File: src/rtl/base_tenc_pipe.sv
// ---------------------------------------------------------------------------
// base_tenc_pipe
//   Two-stage pipelined thermometer-to-binary encoder with valid/ready flow
//   control. Bit 0 of i_d is the first bit to fill. The output count is the
//   number of leading ones (the index of the first 0 bit), zero-extended to
//   enc_width, with o_d[0] as the MSB.
//
//   Optional feature macro: BASE_TENC_PIPE_ERR_EN
//     defined   : malformed codes (a 1 above the first 0) raise o_err with
//                 the beat, and o_err_sticky latches on the output accept of
//                 such a beat. i_err_clr clears the sticky flag, but a set in
//                 the same cycle wins.
//     undefined : o_err / o_err_sticky tie to 0 and i_err_clr is ignored.
//
// Ports
//   clk          rising-edge clock
//   reset        asynchronous active-high reset
//   i_v / i_r    input valid / ready (i_r depends combinationally on o_r)
//   i_d          thermometer code [0:dec_width-1]
//   o_v / o_r    output valid / consumer ready
//   o_d          binary count [0:enc_width-1], MSB at index 0
//   o_err        malformed flag, qualified by o_v
//   o_err_sticky latched malformed flag
//   i_err_clr    clears o_err_sticky
// ---------------------------------------------------------------------------
module base_tenc_pipe #(
  parameter int dec_width = 8,
  parameter int enc_width = 4
) (
  input  logic                 clk,
  input  logic                 reset,
  input  logic                 i_v,
  output logic                 i_r,
  input  logic [0:dec_width-1] i_d,
  output logic                 o_v,
  input  logic                 o_r,
  output logic [0:enc_width-1] o_d,
  output logic                 o_err,
  output logic                 o_err_sticky,
  input  logic                 i_err_clr
);

  logic                 r_s1_v;
  logic [0:dec_width-1] r_s1_d;
  logic                 r_s2_v;
  logic [enc_width-1:0] r_s2_cnt;

  logic                 w_s2_ld;
  logic                 w_s1_ld;
  logic [enc_width-1:0] w_cnt;
  logic                 w_hit0;

  // No skid buffer: a stage may load whenever it is empty or its successor
  // takes its contents in the same cycle.
  assign w_s2_ld = ~r_s2_v | o_r;
  assign w_s1_ld = ~r_s1_v | w_s2_ld;
  assign i_r     = w_s1_ld;

  // Leading-ones count: stop counting at the first clear bit.
  always_comb begin
    w_cnt  = '0;
    w_hit0 = 1'b0;
    for (int unsigned i = 0; i < dec_width; i++) begin
      if (!r_s1_d[i]) begin
        w_hit0 = 1'b1;
      end else if (!w_hit0) begin
        w_cnt = w_cnt + enc_width'(1);
      end
    end
  end

  // Valid bits
  always_ff @(posedge clk or posedge reset) begin
    if (reset) begin
      r_s1_v <= 1'b0;
      r_s2_v <= 1'b0;
    end else begin
      if (w_s1_ld) r_s1_v <= i_v;
      if (w_s2_ld) r_s2_v <= r_s1_v;
    end
  end

  // Data registers carry no reset.
  always_ff @(posedge clk) begin
    if (w_s1_ld && i_v)    r_s1_d   <= i_d;
    if (w_s2_ld && r_s1_v) r_s2_cnt <= w_cnt;
  end

  assign o_v = r_s2_v;
  assign o_d = r_s2_cnt;

`ifdef BASE_TENC_PIPE_ERR_EN
  logic w_err;
  logic r_s2_err;
  logic r_sticky;

  // A 1 anywhere above the first 0 implies some 0->1 step between
  // neighbouring bits, so checking adjacent pairs is sufficient.
  always_comb begin
    w_err = 1'b0;
    for (int unsigned i = 1; i < dec_width; i++) begin
      if (r_s1_d[i] && !r_s1_d[i-1]) w_err = 1'b1;
    end
  end

  always_ff @(posedge clk) begin
    if (w_s2_ld && r_s1_v) r_s2_err <= w_err;
  end

  always_ff @(posedge clk or posedge reset) begin
    if (reset) begin
      r_sticky <= 1'b0;
    end else if (r_s2_v && o_r && r_s2_err) begin
      r_sticky <= 1'b1;
    end else if (i_err_clr) begin
      r_sticky <= 1'b0;
    end
  end

  assign o_err        = r_s2_err;
  assign o_err_sticky = r_sticky;
`else
  logic w_unused_err_clr;

  assign w_unused_err_clr = i_err_clr;
  assign o_err            = 1'b0;
  assign o_err_sticky     = 1'b0;
`endif

endmodule

File: config.mk
export PLATFORM = sky130hd
export DESIGN_NAME = base_tenc_pipe
export DESIGN_NICKNAME = d
export VERILOG_FILES = /design/src/rtl/base_tenc_pipe.sv
export SDC_FILE = /design/constraint.sdc
export NUM_CORES = 1
export LEC_CHECK = 0
export CORE_MARGIN = 2
export CORE_UTILIZATION = 28
export CTS_BUF_LIST = sky130_fd_sc_hd__clkbuf_4 sky130_fd_sc_hd__clkbuf_8
export DETAILED_ROUTE_END_ITERATION = 7
export PLACE_DENSITY = 0.52
export REMOVE_ABC_BUFFERS = 1
export SLEW_MARGIN = 20
export SYNTH_ARGS = -nofsm -noshare
export SYNTH_HDL_FRONTEND = slang
export SYNTH_SLANG_ARGS = --single-unit
export TNS_END_PERCENT = 20
File: constraint.sdc
create_clock -name clk -period 6.66 [get_ports clk]
set_input_delay 1.665 -clock clk [delete_from_list [all_inputs] [get_ports clk]]
set_output_delay 1.665 -clock clk [all_outputs]
set_load 0.05 [all_outputs]
Word level (Yosys, flattened, before mapping)

Cells that the tools add are included.
W data, S select, Z words.

Bits of input ports: 13
Logic and storage cells: 39
RAM bits: 0
Output and inout bits: 8
Bits in read-only memories: 0
Bits in latches: 0
Bits in registers: 14
Memories: 0

$lt $le $gt $ge: 0
Reductions and logical operators: 2
Multiplexer cells: 22
Shift operators: 0
$add $sub $neg: 7
Multiply operators: 0
Equality and inequality tests: 0
Div/mod/pow operators: 0
Bitwise logic cells: 4

Operator list:

| operator              | count |
|---|---|
| $mux W4               | 12 |
| $add A4 B1 Y4 const B | 6 |
| $mux W1               | 8 |
| $mux W2               | 2 |
| $add A1 B1 Y2 const B | 1 |
| $logic_and A1 B1 Y1   | 2 |
| $not A1 Y1            | 2 |
| $or A1 B1 Y1          | 2 |

Logic depth before layout (Yosys ltp)

Word-level depth: 22
Depth in mapped cells: 19

Worst setup path before layout

Ideal clock, no wire load.

Path type: in2out
Start: input o_r
End: output i_r
Arrival: 2148 ps
Setup slack: 2847 ps
Required time: 4995 ps
Stages on the path: 1
Cells stage by stage: nand3b_1

Word-level cells in the longest chain between the ends: 2

RTL lines:

| what               | RTL line | source |
|---|---|---|
| start: declaration | 36       | `input logic o_r,` |
| $or A1 B1 Y1       | 55       | `assign w_s2_ld = ~r_s2_v \| o_r;` |
| $or A1 B1 Y1       | 56       | `assign w_s1_ld = ~r_s1_v \| w_s2_ld;` |
| end: declaration   | 33       | `output logic i_r,` |

Every way passes these cells.

Worst setup path after layout

Same ends and word-level chain as after synthesis.

==> impl_metrics.toml <==
[outcome]
status = "finished, final reports clean"

[place]
place.gp.congestion = 0.7809
dp_hpwl_mm = 1.361
portBuffers = 17
pre_cts_ws_ns = 1.908

[critical_path]
worstReg2RegStart = "r_s1_d[1]$_DFFE_PP_"
worstSetupStartpoint = "o_r"
crit_arrival_ns = 3.09
max_stage_delay_ns = 0.82
worstSetupEndpointType = "output port"
rrSetupSlack_ns = 2.49
crit_chain = "clkdlybuf4s50_1 -> nand3b_1 -> clkdlybuf4s50_1"
critPathSlowestCell = "clkdlybuf4s50_1"
cp-start-kind = "primary input"
cp.required_ns = 4.99
crit_type = "primary input to output port"
cp_common_cell = "clkdlybuf4s50_1"
r2r-end = "o_d[0]$_DFFE_PP_"
worstPathMaxFanout = 3
reg2reg_depth = 18

[synth]
yosysWarnings = 0
ys_types = 36
synth_commonest_cells = "edfxtp_1, nand2_1"
synth_top_area_frac = 0.3770
syn_avg_cell_area_um2 = 10.62
synth_area_um2 = 955.9
synth_edf_count = 12
synth_cells = 90
ys_seq_elements = 14
synthTopCellsByArea = "edfxtp_1, ha_1, dfrtp_1"
seq_area_frac_synth = 0.4293
async_reset_ff_frac = 0.1429
yosys.area.top_type = "edfxtp_1"
ys.flop_type = "edfxtp_1"
yosysMostFrequentCell = "edfxtp_1"

[layout]
final_nets = 127
area_growth_pct = 25.26
drive_above_1_share = 0.1389
multi_input_area_um2 = 511.7
final_util = 0.3617
n_fill_cell = 359
antennaDiodeCount = 0
regArea_um2 = 410.4

[floorplanning]
start_util = 0.2887
pin_count = 21
die_x_um = 62.43
fp.dieH_um = 62.43
dieArea_um2 = 3898
core_area_um2 = 3311
rows = 21

[global_routing]
antenna_found_initial = 0
grt_overflow = 0
grt_usage = 0.09335
grt_start_max_net_pins = 9
grt_pass1_wl_mm = 2.842
grt_pass1_vias = 649

[sta]
final-setup-viol-count = 0
rsz0062_at_grt = "false"
max_clock_freq_ghz = 0.2104
fin_crit_ns = 4.754
drv_slew = 0
skew_ns = 0.005363
finalHoldViolCount = 0
finalCritPeriodShare = 0.7138
tns_ns = 0
fin_ws_ns = 1.906

[clocking]
post_cts_buffers = 0
cts_buffers = 3
cts_resized = 0
ctsHoldBuffers = 0
clk_pin_slew_ns = 0.08
clock_sinks = 14
htreeDepth = 1
clk_path_buf_depth = 2
cts_tree = "built"
cts_root_buf = "clkbuf_4"
clk_latency_ns = 0.29

[detailed_routing]
routed_wl_mm = 1.731
drtIter0Drc = 35
antenna_left = 0
viasPerCell = 4.526
vias = 697
drc = 0
dr.pass1.iters = 6
wl_per_cell_um = 11.24

[worst_hold_path]
min_path_cells = 1
hp-class = "flip-flop to flip-flop"
hold_end = "o_v$_DFFE_PP0P_"
hp-start = "r_s1_v$_DFFE_PP0N_"

[power]
leakage_nw = 0.4541
pwr_density_cell_nw_per_um2 = 189.6
irDropWorstVdd_v = 0.00009426

[job]
maxCapViolCount = 0
==> state kept, by name, indices dropped and copies added (netlist names) <==
name / cells
o_v: 1
r_s1_d: 8
r_s1_v: 1
o_d: 4
==> final cells by class <==
type,instances,area share
multi-input cells,70,0.4274
flip-flops and latches,14,0.3427
repair buffers,17,0.1421
well taps,46,0.04807
clock buffers,4,0.03030
inverters,3,0.009404
==> stage by stage <==
stage | instance area, um2 | hold slack, ns | instances | power, mW
finish | 1197 | 0.5053 | 154 | 0.2271
global route | 1197 | 0.5178 | 154 | 0.2400
CTS | 1197 | 0.5062 | 154 | 0.2300
detailed placement | 1161 | 0.4840 | 150 | 0.1666
global placement | 1161 | 0.4777 | 150 | 0.1655
floorplan | 933.4 | 0.4487 | 87 | 0.1480
==> worst max path at each step <==
stage,end,slack [ns],cells after the start
final,i_r,1.91,3
after CTS,i_r,1.90,3
after global routing,i_r,1.83,3
after global placement,i_r,1.90,3
after floorplan,i_r,2.85,1
after detailed placement,i_r,1.91,3
==> routing by layer <==
| layer | track usage | up-vias | routed length [um] |
|---|---|---|---|
| met5 | 0 | - | 0 |
| met4 | 0.05000 | 0 | 40 |
| met3 | 0.02703 | 4 | 94 |
| met2 | 0.1411 | 28 | 810 |
| met1 | 0.1204 | 312 | 786 |
| li1 | - | 353 | - |
==> cells by family (layout without fill, tap and decap cells) <==
| family | Yosys count | after routing | synth area share |
|---|---|---|---|
| AOI/OAI and AO/OA | 11 | 11 | 0.07985 |
| xor gates and xnor gates | 11 | 11 | 0.1086 |
| adders and majority gates | 5 | 5 | 0.06545 |
| buffers and inverters | 7 | 24 | 0.03926 |
| DFF | 14 | 14 | 0.4293 |
| muxes | 2 | 2 | 0.02225 |
| other | 1 | 2 | 0.003923 |
| and+or+nand+nor | 39 | 39 | 0.2513 |
==> critical path: cells and delay by family <==
family	cells	cell delay (ns)
simple gates	1	0.14
buf+inv	2	1.28
==> where the power goes <==
group          switching, mW  leakage [nW]  internal, mW  total [mW]
sequential           0.00542         0.138         0.103       0.108
combinational         0.0325         0.295        0.0239      0.0564
clock                 0.0292        0.0210        0.0333      0.0625
total                 0.0671         0.454         0.160       0.227
==> cells in the final DEF, fill, tap and decap left out, types with 2 or more instances in the layout <==
cell              n
nor3_1            3
nor2_1            3
ha_1              5
nor2b_1           2
nand2_1           8
a22o_1            2
clkbuf_4          3
a31oi_1           2
and2_1            4
dfrtp_1           2
nand3_1           5
inv_1             3
and2_2            2
xnor2_1           5
xor2_1            5
a21oi_1           2
edfxtp_1         12
nand2b_1          3
o21ai_0           2
conb_1            2
clkdlybuf4s50_1  17
No activity file was read; power rests on OpenSTA's default activity.
